[src/rtl/fetch_queue_if.sv]
// Fetch-unit bus bundle: icache request/response channel and decode-side handshake.
// master = fetch unit, slave = icache/decode environment.
interface fetch_queue_if #(
    parameter int FETCH_WIDTH = 4,
    parameter int PC_WIDTH    = 32
);
    logic                      ic_req_valid;
    logic                      ic_req_ready;
    logic [PC_WIDTH-1:0]       ic_req_addr;
    logic                      ic_rsp_valid;
    logic [FETCH_WIDTH*32-1:0] ic_rsp_data;
    logic                      dec_valid;
    logic                      dec_ready;
    logic [FETCH_WIDTH*32-1:0] dec_inst;
    logic [FETCH_WIDTH-1:0]    dec_mask;
    logic [PC_WIDTH-1:0]       dec_pc;

    modport master (
        output ic_req_valid, ic_req_addr, dec_valid, dec_inst, dec_mask, dec_pc,
        input  ic_req_ready, ic_rsp_valid, ic_rsp_data, dec_ready
    );
    modport slave (
        input  ic_req_valid, ic_req_addr, dec_valid, dec_inst, dec_mask, dec_pc,
        output ic_req_ready, ic_rsp_valid, ic_rsp_data, dec_ready
    );
endinterface

[src/rtl/fetch_queue_unit.sv]
// Instruction fetch stage: PC sequencing, credit-limited icache requests, fetch queue to decode.
// Optional macro FETCH_PERF_CNT_EN adds saturating performance counters.
module fetch_queue_unit #(
    parameter int                  FETCH_WIDTH     = 4,
    parameter int                  PC_WIDTH        = 32,
    parameter int                  FQ_DEPTH        = 8,
    parameter int                  MAX_OUTSTANDING = 4,
    parameter logic [PC_WIDTH-1:0] RESET_PC        = '0
) (
    input  logic                           clk,
    input  logic                           rst_n,
    input  logic                           flush,
    input  logic [PC_WIDTH-1:0]            flush_pc,
    input  logic                           bp_taken,
    input  logic [$clog2(FETCH_WIDTH)-1:0] bp_slot,
    input  logic [PC_WIDTH-1:0]            bp_target,
    fetch_queue_if.master                  fq_if
`ifdef FETCH_PERF_CNT_EN
    ,
    output logic [31:0]                    perf_fq_full_cycles,
    output logic [31:0]                    perf_dropped_rsp,
    output logic [31:0]                    perf_redirects
`endif
);
    localparam int OFF_W = $clog2(FETCH_WIDTH);
    localparam int BB_W  = OFF_W + 2;
    localparam int PTR_W = $clog2(FQ_DEPTH);
    localparam int CNT_W = PTR_W + 1;
    localparam int CW1   = CNT_W + 1;
    localparam int OST_W = $clog2(MAX_OUTSTANDING + 1);
    localparam int SP_W  = (MAX_OUTSTANDING > 1) ? $clog2(MAX_OUTSTANDING) : 1;
    localparam int DW    = FETCH_WIDTH * 32;

    typedef struct packed {
        logic [PC_WIDTH-1:0]    pc;
        logic [FETCH_WIDTH-1:0] mask;
    } side_t;

    typedef struct packed {
        logic [DW-1:0] data;
        side_t         tag;
    } fq_ent_t;

    logic [PC_WIDTH-1:0] pc;
    logic [OST_W-1:0]    ost, drop;
    logic [CNT_W-1:0]    fq_cnt;
    logic [PTR_W-1:0]    fq_wr, fq_rd;
    logic [SP_W-1:0]     sp_wr, sp_rd;
    side_t               side_mem [MAX_OUTSTANDING];
    fq_ent_t             fq_mem   [FQ_DEPTH];

    function automatic logic [SP_W-1:0] sp_inc(input logic [SP_W-1:0] p);
        return (p == SP_W'(MAX_OUTSTANDING - 1)) ? '0 : p + SP_W'(1);
    endfunction

    logic [OFF_W-1:0]       off;
    logic [PC_WIDTH-1:0]    pc_aligned;
    logic                   bp_use;
    logic [FETCH_WIDTH-1:0] req_mask;
    logic [OST_W-1:0]       live;
    logic [CW1-1:0]         credit_used;
    logic                   req_valid, req_fire, rsp_keep, pop;
    fq_ent_t                head;

    assign off        = pc[BB_W-1:2];
    assign pc_aligned = {pc[PC_WIDTH-1:BB_W], BB_W'(0)};
    // A prediction on a lane before the entry offset cannot be the taken branch.
    assign bp_use     = bp_taken && (bp_slot >= off);

    for (genvar i = 0; i < FETCH_WIDTH; i++) begin : g_lane
        assign req_mask[i] = (OFF_W'(i) >= off) && (!bp_use || (OFF_W'(i) <= bp_slot));
    end

    // Every live request holds a reserved queue slot, so responses never stall.
    assign live        = ost - drop;
    assign credit_used = CW1'(fq_cnt) + CW1'(live);
    assign req_valid   = rst_n && !flush && (credit_used < CW1'(FQ_DEPTH)) &&
                         (ost < OST_W'(MAX_OUTSTANDING));
    assign req_fire    = req_valid && fq_if.ic_req_ready;
    assign rsp_keep    = fq_if.ic_rsp_valid && !flush && (drop == '0);
    assign pop         = (fq_cnt != '0) && fq_if.dec_ready;

    always_ff @(posedge clk or negedge rst_n) begin
        if (!rst_n) begin
            pc     <= RESET_PC;
            ost    <= '0;
            drop   <= '0;
            fq_cnt <= '0;
            fq_wr  <= '0;
            fq_rd  <= '0;
            sp_wr  <= '0;
            sp_rd  <= '0;
        end else if (flush) begin
            pc     <= flush_pc;
            ost    <= ost - OST_W'(fq_if.ic_rsp_valid);
            drop   <= ost - OST_W'(fq_if.ic_rsp_valid);
            fq_cnt <= '0;
            fq_wr  <= '0;
            fq_rd  <= '0;
            sp_wr  <= '0;
            sp_rd  <= '0;
        end else begin
            if (req_fire) begin
                pc    <= bp_use ? bp_target : pc_aligned + PC_WIDTH'(FETCH_WIDTH * 4);
                sp_wr <= sp_inc(sp_wr);
            end
            ost <= ost + OST_W'(req_fire) - OST_W'(fq_if.ic_rsp_valid);
            if (fq_if.ic_rsp_valid && (drop != '0))
                drop <= drop - OST_W'(1);
            if (rsp_keep) begin
                sp_rd <= sp_inc(sp_rd);
                fq_wr <= fq_wr + PTR_W'(1);
            end
            if (pop)
                fq_rd <= fq_rd + PTR_W'(1);
            fq_cnt <= fq_cnt + CNT_W'(rsp_keep) - CNT_W'(pop);
        end
    end

    always_ff @(posedge clk) begin
        if (req_fire)
            side_mem[sp_wr] <= '{pc: pc, mask: req_mask};
        if (rsp_keep)
            fq_mem[fq_wr] <= '{data: fq_if.ic_rsp_data, tag: side_mem[sp_rd]};
    end

    assign head               = fq_mem[fq_rd];
    assign fq_if.ic_req_valid = req_valid;
    assign fq_if.ic_req_addr  = pc_aligned;
    assign fq_if.dec_valid    = (fq_cnt != '0);
    assign fq_if.dec_inst     = fq_if.dec_valid ? head.data     : '0;
    assign fq_if.dec_mask     = fq_if.dec_valid ? head.tag.mask : '0;
    assign fq_if.dec_pc       = fq_if.dec_valid ? head.tag.pc   : '0;

`ifdef FETCH_PERF_CNT_EN
    always_ff @(posedge clk or negedge rst_n) begin
        if (!rst_n) begin
            perf_fq_full_cycles <= '0;
            perf_dropped_rsp    <= '0;
            perf_redirects      <= '0;
        end else begin
            if ((fq_cnt == CNT_W'(FQ_DEPTH)) && (perf_fq_full_cycles != '1))
                perf_fq_full_cycles <= perf_fq_full_cycles + 32'd1;
            if (fq_if.ic_rsp_valid && !rsp_keep && (perf_dropped_rsp != '1))
                perf_dropped_rsp <= perf_dropped_rsp + 32'd1;
            if ((flush || (req_fire && bp_taken)) && (perf_redirects != '1))
                perf_redirects <= perf_redirects + 32'd1;
        end
    end
`endif
endmodule

[src/flat_wrapper.sv]
// flat-port wrapper written by rule: the top's interface ports become plain ports
module fetch_queue_unit_flat 
#(
    parameter int                  FETCH_WIDTH     = 4,
    parameter int                  PC_WIDTH        = 32,
    parameter int                  FQ_DEPTH        = 8,
    parameter int                  MAX_OUTSTANDING = 4,
    parameter logic [PC_WIDTH-1:0] RESET_PC        = '0
)
  (clk, rst_n, flush, flush_pc, bp_taken, bp_slot, bp_target, fq_if_ic_req_valid, fq_if_ic_req_addr, fq_if_dec_valid, fq_if_dec_inst, fq_if_dec_mask, fq_if_dec_pc, fq_if_ic_req_ready, fq_if_ic_rsp_valid, fq_if_ic_rsp_data, fq_if_dec_ready);
  fetch_queue_if #(.FETCH_WIDTH(FETCH_WIDTH), .PC_WIDTH(PC_WIDTH)) fq_if_i ();
  input  logic clk;
  input  logic rst_n;
  input  logic flush;
  input  logic [PC_WIDTH-1:0] flush_pc;
  input  logic bp_taken;
  input  logic [$clog2(FETCH_WIDTH)-1:0] bp_slot;
  input  logic [PC_WIDTH-1:0] bp_target;
  output wire logic [$bits(fq_if_i.ic_req_valid)-1:0] fq_if_ic_req_valid;
  output wire logic [$bits(fq_if_i.ic_req_addr)-1:0] fq_if_ic_req_addr;
  output wire logic [$bits(fq_if_i.dec_valid)-1:0] fq_if_dec_valid;
  output wire logic [$bits(fq_if_i.dec_inst)-1:0] fq_if_dec_inst;
  output wire logic [$bits(fq_if_i.dec_mask)-1:0] fq_if_dec_mask;
  output wire logic [$bits(fq_if_i.dec_pc)-1:0] fq_if_dec_pc;
  input wire logic [$bits(fq_if_i.ic_req_ready)-1:0] fq_if_ic_req_ready;
  input wire logic [$bits(fq_if_i.ic_rsp_valid)-1:0] fq_if_ic_rsp_valid;
  input wire logic [$bits(fq_if_i.ic_rsp_data)-1:0] fq_if_ic_rsp_data;
  input wire logic [$bits(fq_if_i.dec_ready)-1:0] fq_if_dec_ready;
  assign fq_if_ic_req_valid = fq_if_i.ic_req_valid;
  assign fq_if_ic_req_addr = fq_if_i.ic_req_addr;
  assign fq_if_dec_valid = fq_if_i.dec_valid;
  assign fq_if_dec_inst = fq_if_i.dec_inst;
  assign fq_if_dec_mask = fq_if_i.dec_mask;
  assign fq_if_dec_pc = fq_if_i.dec_pc;
  assign fq_if_i.ic_req_ready = fq_if_ic_req_ready;
  assign fq_if_i.ic_rsp_valid = fq_if_ic_rsp_valid;
  assign fq_if_i.ic_rsp_data = fq_if_ic_rsp_data;
  assign fq_if_i.dec_ready = fq_if_dec_ready;
  fetch_queue_unit #(.FETCH_WIDTH(FETCH_WIDTH), .PC_WIDTH(PC_WIDTH), .FQ_DEPTH(FQ_DEPTH), .MAX_OUTSTANDING(MAX_OUTSTANDING), .RESET_PC(RESET_PC)) u_core (.clk(clk), .rst_n(rst_n), .flush(flush), .flush_pc(flush_pc), .bp_taken(bp_taken), .bp_slot(bp_slot), .bp_target(bp_target), .fq_if(fq_if_i));
endmodule
[config.mk]
export PLATFORM = sky130hd
export DESIGN_NAME = fetch_queue_unit_flat
export DESIGN_NICKNAME = d
export VERILOG_FILES = /design/src/rtl/fetch_queue_if.sv /design/src/rtl/fetch_queue_unit.sv /design/src/flat_wrapper.sv
export SDC_FILE = /design/constraint.sdc
export NUM_CORES = 1
export LEC_CHECK = 0
export CAP_MARGIN = 15
export CORE_MARGIN = 3
export CORE_UTILIZATION = 55
export DETAILED_ROUTE_END_ITERATION = 8
export GPL_TIMING_DRIVEN = 0
export PLACE_DENSITY_LB_ADDON = 0.12
export SYNTH_ARGS = -nofsm -noshare
export SYNTH_HDL_FRONTEND = slang
export SYNTH_SLANG_ARGS = --single-unit
[constraint.sdc]
create_clock -name clk -period 16.8 [get_ports clk]
set_input_delay 1.68 -clock clk [delete_from_list [all_inputs] [get_ports clk]]
set_output_delay 1.68 -clock clk [all_outputs]
set_load 0.02 [all_outputs]
* Word-level counts from Yosys, hierarchy flattened
Memory sizes are Yosys's and may differ from the RTL's. Cells that the tools add are included.
Word-level totals: ROM bits 0, memories 2, bits in registers 52, memory bits (writable) 1456, latch bits 0, word-level logic and storage cells 86
Cells by class: $lt $le $gt $ge 11, $mul 0, $add $sub $neg 13, div/mod/pow operators 0, multiplexer cells 24, eq/ne operators 2, bitwise logic cells 0, shift-type cells 0, reduce and logical (&&, ||, !) cells 26
Memory list:
- u_core.fq_mem | depth 8, bits a word 164, read ports 1, clocked after Yosys merged registers in 0, write ports 1, line fetch_queue_unit.sv:50 | fq_ent_t fq_mem [FQ_DEPTH];
- u_core.side_mem | depth 4, bits a word 36, read ports 1, clocked after Yosys merged registers in 0, write ports 1, line fetch_queue_unit.sv:49 | side_t side_mem [MAX_OUTSTANDING];
Operators with widths (number):
- two-way mux 128 bit | 1
- two-way mux 32 bit | 4
- adder 32 x 5 -> 32 bit (second input constant) | 1
- two-way mux 3 bit | 7
- logical AND 1 bit | 13
- two-way mux 2 bit | 6
- two-way mux 4 bit | 2
- nonzero test 2 bit | 4
- adder 3 x 1 -> 3 bit (second input constant) | 2
- subtractor 3 x 1 -> 3 bit | 2
- adder 4 x 3 -> 5 bit | 1
- less-than comparator 5 x 4 -> 1 bit (second input constant) | 1
- adder 2 x 1 -> 2 bit (second input constant) | 2
- adder 4 x 1 -> 4 bit | 1
- equality test 2 bit (second input constant) | 2
- >= comparator 1 x 2 -> 1 bit (first input constant) | 2
- >= comparator 2 bit (first input constant) | 2
- less-or-equal comparator 1 x 2 -> 1 bit (first input constant) | 2
- less-or-equal comparator 2 bit (first input constant) | 2
- logical OR 1 bit | 4
- two-way mux 1 bit | 4
- nonzero test 4 bit | 1
- subtractor 4 x 1 -> 4 bit | 1
- adder 3 x 1 -> 3 bit | 1
- 7 further kinds | 8

* Longest topological paths before layout
Gate-level depths: netlist (run 1).
word-level depth 9, mapped depth 16

* Least setup slack after synthesis (run 1)
Ideal clock, no wire load.
path kind input port to flip-flop, from input flush, to memory u_core.fq_mem[0][0] in the netlist's numbering, enable pin, library setup time 0.888 ns, path slack 2.403 ns, stages on the path 4, path buffers 2, data arrival time 13.508 ns, cell sequence buf_2 > clkbuf_1 > or3_1 > nor3_1
Between the ends: longest elaborated chain between the ends 5
RTL lines:
- start, declared | line flat_wrapper.sv:14 | input logic flush;
- logical NOT 1 bit | line fetch_queue_unit.sv:80 | assign rsp_keep = fq_if.ic_rsp_valid && !flush && (drop == '0);
- logical AND 1 bit (2 in a row) | line fetch_queue_unit.sv:80
- two-way mux 1 bit | line fetch_queue_unit.sv:123 | if (rsp_keep)
- two-way mux 1 bit (not written as such) | line fetch_queue_unit.sv:124 | fq_mem[fq_wr] <= '{data: fq_if.ic_rsp_data, tag: side_mem[sp_rd]};
- end, declared | line fetch_queue_unit.sv:50
Every way passes these cells.

* Final worst setup path (run 1)
from register u_core.fq_cnt[2], to output fq_if_dec_mask[0]
Between the ends: longest elaborated chain between the ends 2
RTL lines:
- start, declared | line fetch_queue_unit.sv:46 | logic [CNT_W-1:0] fq_cnt;
- start signal, assigned | line fetch_queue_unit.sv:116 | fq_cnt <= fq_cnt + CNT_W'(rsp_keep) - CNT_W'(pop);
- nonzero test 4 bit | line fetch_queue_unit.sv:130 | assign fq_if.dec_valid = (fq_cnt != '0);
- two-way mux 4 bit | line fetch_queue_unit.sv:132 | assign fq_if.dec_mask = fq_if.dec_valid ? head.tag.mask : '0;
- end, declared | line flat_wrapper.sv:23 | output wire logic [$bits(fq_if_i.dec_mask)-1:0] fq_if_dec_mask;
Every way passes these cells.

==> results of run 1 <==
worst max-delay path: stages, from the launching register on:
cell             delay [ns]
dfrtp_1                0.38
inv_1                  0.08
ha_1                   0.14
nor3b_1                0.64
clkbuf_2               0.50
buf_16                 0.22
clkbuf_1               0.52
nor2_1                 0.11
clkdlybuf4s50_1        0.71
where the power goes:
part	switching (µW)	internal [µW]	leakage, µW
Combinational	1510	1290	0.00639
Sequential	65.7	4240	0.0137
Clock	1380	1940	0.00238
final cells by class:
cell class              instances  area share [%]
diodes                          9          0.0316
plain buffers                 173            1.21
clock buffers                 198            5.84
clock inverters                84            1.08
inverters                      26           0.137
multi-input cells            1031            18.1
flip-flops and latches       1508            63.2
well taps                    1391            2.44
repair buffers                495            7.94
per-layer routing:
| metal | GRT usage, % | vias up | part of all wire (%) |
|---|---|---|---|
| li1 | - | 12600 | - |
| met1 | 34.2 | 15400 | 40 |
| met2 | 41.1 | 1179 | 51 |
| met3 | 4.83 | 228 | 7.0 |
| met4 | 7.79 | 10 | 2.7 |
| met5 | 0 | - | 0.037 |
worst max path at each step:
stage / endpoint / from
3_5_place_dp: u_core.fq_mem[7][62] / fq_if_ic_rsp_valid
3_3_place_gp: u_core.fq_mem[0][59] / fq_if_ic_rsp_valid
6_report: fq_if_dec_mask[0] / u_core.fq_cnt[2]
2_1_floorplan: u_core.fq_mem[0][0] / flush
5_1_grt: fq_if_dec_pc[29] / u_core.fq_cnt[2]
4_1_cts: fq_if_dec_pc[30] / u_core.fq_cnt[2]
flip-flops by register name (all words and copies together) (netlist names):
| name | count |
|---|---|
| u_core.fq_rd | 3 |
| u_core.fq_mem | 1312 |
| u_core.ost | 3 |
| u_core.drop | 3 |
| u_core.sp_rd | 2 |
| u_core.sp_wr | 2 |
| u_core.pc | 32 |
| u_core.side_mem | 144 |
| u_core.fq_cnt | 4 |
| u_core.fq_wr | 3 |
cells in the mapped netlist, types with 11 or more instances:
master / number / area, µm²
buf_2: 54 / 270
ha_1: 24 / 300
buf_1: 18 / 67.6
clkbuf_1: 64 / 240
mux4_2: 364 / 8200
inv_1: 25 / 93.8
edfxtp_1: 1456 / 43700
buf_4: 34 / 255
nand4_1: 18 / 113
mux2i_1: 168 / 1680
dfrtp_1: 52 / 1300
nor2_1: 202 / 758
o21ai_0: 18 / 90.1
a21oi_1: 25 / 125
xnor2_1: 11 / 96.3
nand3_1: 14 / 70.1
nand2_1: 48 / 180
kinds of logic after synthesis:
logic type	after synthesis
flops	1508
mux	533
simple gates	344
buf+inv	199
compound gates	102
fa+ha+maj	27
xor+xnor	21
other cells	1
per-stage QoR:
stage          cells  cell area, µm²
5_1_grt         4912           71200
4_1_cts         4906           71200
3_5_place_dp    4624           66200
3_3_place_gp    4522           64500
2_1_floorplan   2738           58800
6_report        4915           71200
==> flow_summary.json, run 1 <==
{
  "row_count": 119,
  "syn-instance-count": 2735,
  "initial_core_util_pct": 55.6,
  "die_area_um2": 111000,
  "setup_violations": 0,
  "io_pins": 399,
  "maxCapViolCount": 0,
  "path_max_fanout": 10,
  "die_x_um": 333,
  "synthSimpleGateAreaFrac_pct": 2.75,
  "grt_pass1_vias": 30700,
  "final_common_cell": "edfxtp_1",
  "nNetsFinal": 3617,
  "rr_startpoint": "u_core.drop[1]",
  "synth_ff_type": "edfxtp_1",
  "dr_total_vias": 29400,
  "peakVddDrop_uv": 86.7,
  "synth.distinct_cells": 73,
  "synth_edf_count": 1456,
  "n_fill_cell": 6792,
  "syn_area_um2": 58800,
  "ant_nets": 0,
  "whs_ns": 0.536,
  "fin_setup_tns_ns": 0,
  "drcViolationCount": 0,
  "setup_ws_ns": 11.05,
  "ff2ff_path_depth": 12,
  "die_h_um": 333,
  "worstPathRequired_ns": 15.12,
  "wl_per_cell_um": 27.7,
  "final_util_pct": 67.3,
  "synth_compound_area_share_pct": 1.25,
  "overflow": 0,
  "r2r_slack_ns": 13.30,
  "path_clk_slew_ns": 0.06,
  "grt_max_degree": 33,
  "area_delta_synth_final_pct": 21.1,
  "critical_path_class": "reg -> out",
  "area.sequential_um2": 45000,
  "most-common-layout-cells": "edfxtp_1 (1456), clkdlybuf4s50_1 (392), mux4_2 (364)",
  "min_period_over_period_pct": 34.2,
  "cts_tree": "built",
  "rsz0062_at_grt": "no",
  "drt_iter0_markers": 2888,
  "clock_sinks": 1508,
  "ctsLongestPathBuffers": 3,
  "cts_made_buffers": 154,
  "fin_crit_ns": 5.75,
  "yosysWarnings": 0,
  "place_ws_ns": 11.63,
  "yosys-mux-area-fraction_pct": 16.8,
  "holdPathStages": 0,
  "async_flop_share_pct": 3.45,
  "gp_congestion": 0.900,
  "grt_antenna_before_repair": 18,
  "power_density_nw_per_um2": 146,
  "synthXorXnorAreaFrac_pct": 0.313,
  "holdPathEnd": "u_core.side_mem[2][4]",
  "worstHoldStart": "u_core.pc[0]",
  "io_buffers": 393,
  "multi_input_area_um2": 12900,
  "htreeDepth": 4,
  "grt_use_total_pct": 24.9,
  "hold_path_class": "reg -> reg",
  "power_uw": 10400,
  "fmax_ghz": 0.174,
  "detail_route.first_pass.iterations": 6,
  "grt_pass1_wl_um": 202000,
  "drive_above_1_share_pct": 23.1,
  "drt-vias-per-instance": 5.99,
  "synth_seq_cells": 1508,
  "finClkSkew_ns": 0.0174,
  "p_leak_uw": 0.0225,
  "routed_wl_um": 136000,
  "end_kind": "output pin",
  "avgSynthCellArea_um2": 21.5,
  "root_buffer": "clkbuf_16",
  "hold_viol_final": 0,
  "clk_latency_ns": 0.75,
  "outcome": "completed",
  "dp_hpwl_um": 89300,
  "cts_setup_buffers": 0,
  "synth_adder_area_share_pct": 0.613,
  "slew_headroom_pct": 26.8,
  "arrival_ns": 4.07,
  "cp-start-kind": "register",
  "hold_buffers": 0,
  "synth_top_family_by_area": "multiplexers",
  "finalMaxSlewViolations": 0,
  "yosysSeqAreaShare_pct": 76.6,
  "worst_r2r_endpoint": "u_core.fq_mem[1][57]",
  "worst_pin_slew_ns": 1.10,
  "ctsResizeCount": 0,
  "core_area_um2": 106000
}
No activity file was read; power rests on OpenSTA's default activity.
==> inputs of run 2 (changes only) <==
==> constraint.sdc (replaced) <==
create_clock -name clk -period 5.5 [get_ports clk]
set_input_delay 0.55 -clock clk [delete_from_list [all_inputs] [get_ports clk]]
set_output_delay 0.55 -clock clk [all_outputs]
set_load 0.02 [all_outputs]
==> run 2 against run 1 <==
Compared with the run above: die area stayed put; clock power grew to 3.1 times the previous value; sequential share of layout area is 0.31 points lower; total power grew to 3.1 times the previous value; design area is 0.50% higher; hold slack worse by 0.23 ns; critical path type unchanged.
==> flow_summary.json, run 2 (synthesis gave the netlist of run 1 again) <==
{
  "outcome": "completed",
  "hold_path_class": "in -> async",
  "grt_antenna_before_repair": 15,
  "finClkSkew_ns": 0.0274,
  "path_clk_slew_ns": 0.07,
  "slew_headroom_pct": 17.0,
  "instances_no_fill": 4900,
  "end_kind": "output pin",
  "pwr-share-comb_pct": 26.7,
  "drcViolationCount": 0,
  "area_delta_synth_final_pct": 21.7,
  "whs_ns": 0.304,
  "worstPathRequired_ns": 4.95,
  "cts_setup_buffers": 0,
  "core_area_um2": 106000,
  "cts_made_buffers": 153,
  "dr_total_vias": 29300,
  "die_x_um": 333,
  "critical_path_class": "reg -> out",
  "grt_pass1_vias": 30900,
  "most-common-layout-cells": "edfxtp_1 (1456), clkdlybuf4s50_1 (392), mux4_2 (364)",
  "drive_above_1_share_pct": 22.7,
  "cpPeakStageDelay_ns": 0.98,
  "crit_slowest_cell": "clkbuf_1",
  "dp_hpwl_um": 89600,
  "detail_route.first_pass.iterations": 5,
  "die_h_um": 333,
  "initial_core_util_pct": 55.6,
  "overflow": 0,
  "path_max_fanout": 10,
  "drt_iter0_markers": 2777,
  "hold_buffers": 1,
  "die_area_um2": 111000,
  "power_uw": 32200,
  "grt_pass1_wl_um": 203000,
  "p_seq_share_pct": 40.9,
  "drt-vias-per-instance": 5.98,
  "cp-start-kind": "register",
  "n_fill_cell": 6807,
  "largest_reg_flops": 1312,
  "root_buffer": "clkbuf_16",
  "pwr-share-clk_pct": 32.4,
  "internal-power_uw": 23000,
  "power_density_nw_per_um2": 450,
  "routed_wl_um": 137000,
  "largestRegisters": "u_core.fq_mem (1312), u_core.side_mem (144), u_core.pc (32)",
  "fmax_ghz": 0.196,
  "clock_sinks": 1508,
  "arrival_ns": 4.55,
  "final_util_pct": 67.7,
  "netSwitchingPower_uw": 9120,
  "place_ws_ns": 1.23,
  "hold_viol_final": 0,
  "gp_congestion": 0.907,
  "maxCapViolCount": 0,
  "finalMaxSlewViolations": 0,
  "nNetsFinal": 3601,
  "grt_max_degree": 38,
  "io_pins": 399,
  "regMostFlops": "u_core.fq_mem",
  "io_buffers": 393,
  "fin_crit_ns": 5.10,
  "wl_per_cell_um": 27.9,
  "cts_tree": "built",
  "setup_ws_ns": 0.398,
  "crit_chain": "inv_1 -> ha_1 -> nor3b_1 -> clkbuf_1 -> clkbuf_1 -> nor2_1 -> clkdlybuf4s50_1",
  "clk_latency_ns": 0.76,
  "rsz0062_at_grt": "no",
  "peakVddDrop_uv": 268,
  "ctsResizeCount": 0,
  "min_period_over_period_pct": 92.8,
  "grt_use_total_pct": 25.0,
  "dp_cells": 4608,
  "row_count": 119,
  "htreeDepth": 4,
  "worst_pin_slew_ns": 1.25,
  "setup_violations": 0,
  "switching_share_pct": 28.4,
  "p_leak_uw": 0.0226,
  "ant_nets": 0,
  "cp_common_cell": "clkbuf_1",
  "final_common_cell": "edfxtp_1",
  "ctsLongestPathBuffers": 3
}
[run 2: path summary, 6_finish.rpt]
check                      slack [ns]  cells after the start             start               endpoint
setup / recovery                 0.40                      7  u_core.fq_cnt[2]     fq_if_dec_inst[79]
hold / removal                   0.30                      2             rst_n           u_core.pc[4]
setup reg to reg                 1.88                     14    u_core.drop[0]          u_core.ost[2]
hold reg to reg                  0.55                      0      u_core.pc[0]  u_core.side_mem[2][4]
max in group asynchronous        4.58                      3             rst_n          u_core.pc[24]
min in group clk                 0.31                      4             flush          u_core.pc[18]
[run 2: area by class of cell]
cell class / instances / area, µm² / share of cell area [%]
Inverter: 26 / 97.6 / 0.136
Antenna cell: 10 / 25.0 / 0.0350
Timing Repair Buffer: 480 / 5830 / 8.15
Buffer: 173 / 865 / 1.21
Sequential cell: 1508 / 45000 / 62.9
Tap cell: 1391 / 1740 / 2.43
Clock inverter: 95 / 1080 / 1.51
Clock buffer: 186 / 4000 / 5.58
Multi-Input combinational cell: 1031 / 12900 / 18.0
[run 2: layer usage]
metal,global-route usage (%),vias to the layer above,share of wire (%)
met4,7.03,10,2.3
met1,34.4,15400,40
li1,-,12600,-
met5,0,-,0.045
met2,40.9,1088,50
met3,5.72,198,7.1
[run 2: power by group through the flow]
stage          combinational [µW]  sequential, µW  clock (µW)
4_1_cts                      8740           13200       10600
3_3_place_gp                 8490           13400           0
3_5_place_dp                 8700           13400           0
6_report                     8590           13200       10400
2_1_floorplan                5150           13300           0
5_1_grt                      9170           13200       11100
[run 2: stage by stage]
step / area [µm²] / TNS, ns
floorplan: 58800 / -510.68
global placement: 64500 / -7455.31
detailed placement: 66400 / 0
CTS: 71500 / 0
global route: 71500 / 0
finish: 71500 / 0
[run 2: worst max-delay path, delay by kind of cell, from the launching register on]
| kind | cells | cell delay (ns) |
|---|---|---|
| buffers and inverters | 4 | 2.32 |
| DFF | 1 | 0.39 |
| and+or+nand+nor | 2 | 0.92 |
| adders and majority gates | 1 | 0.15 |
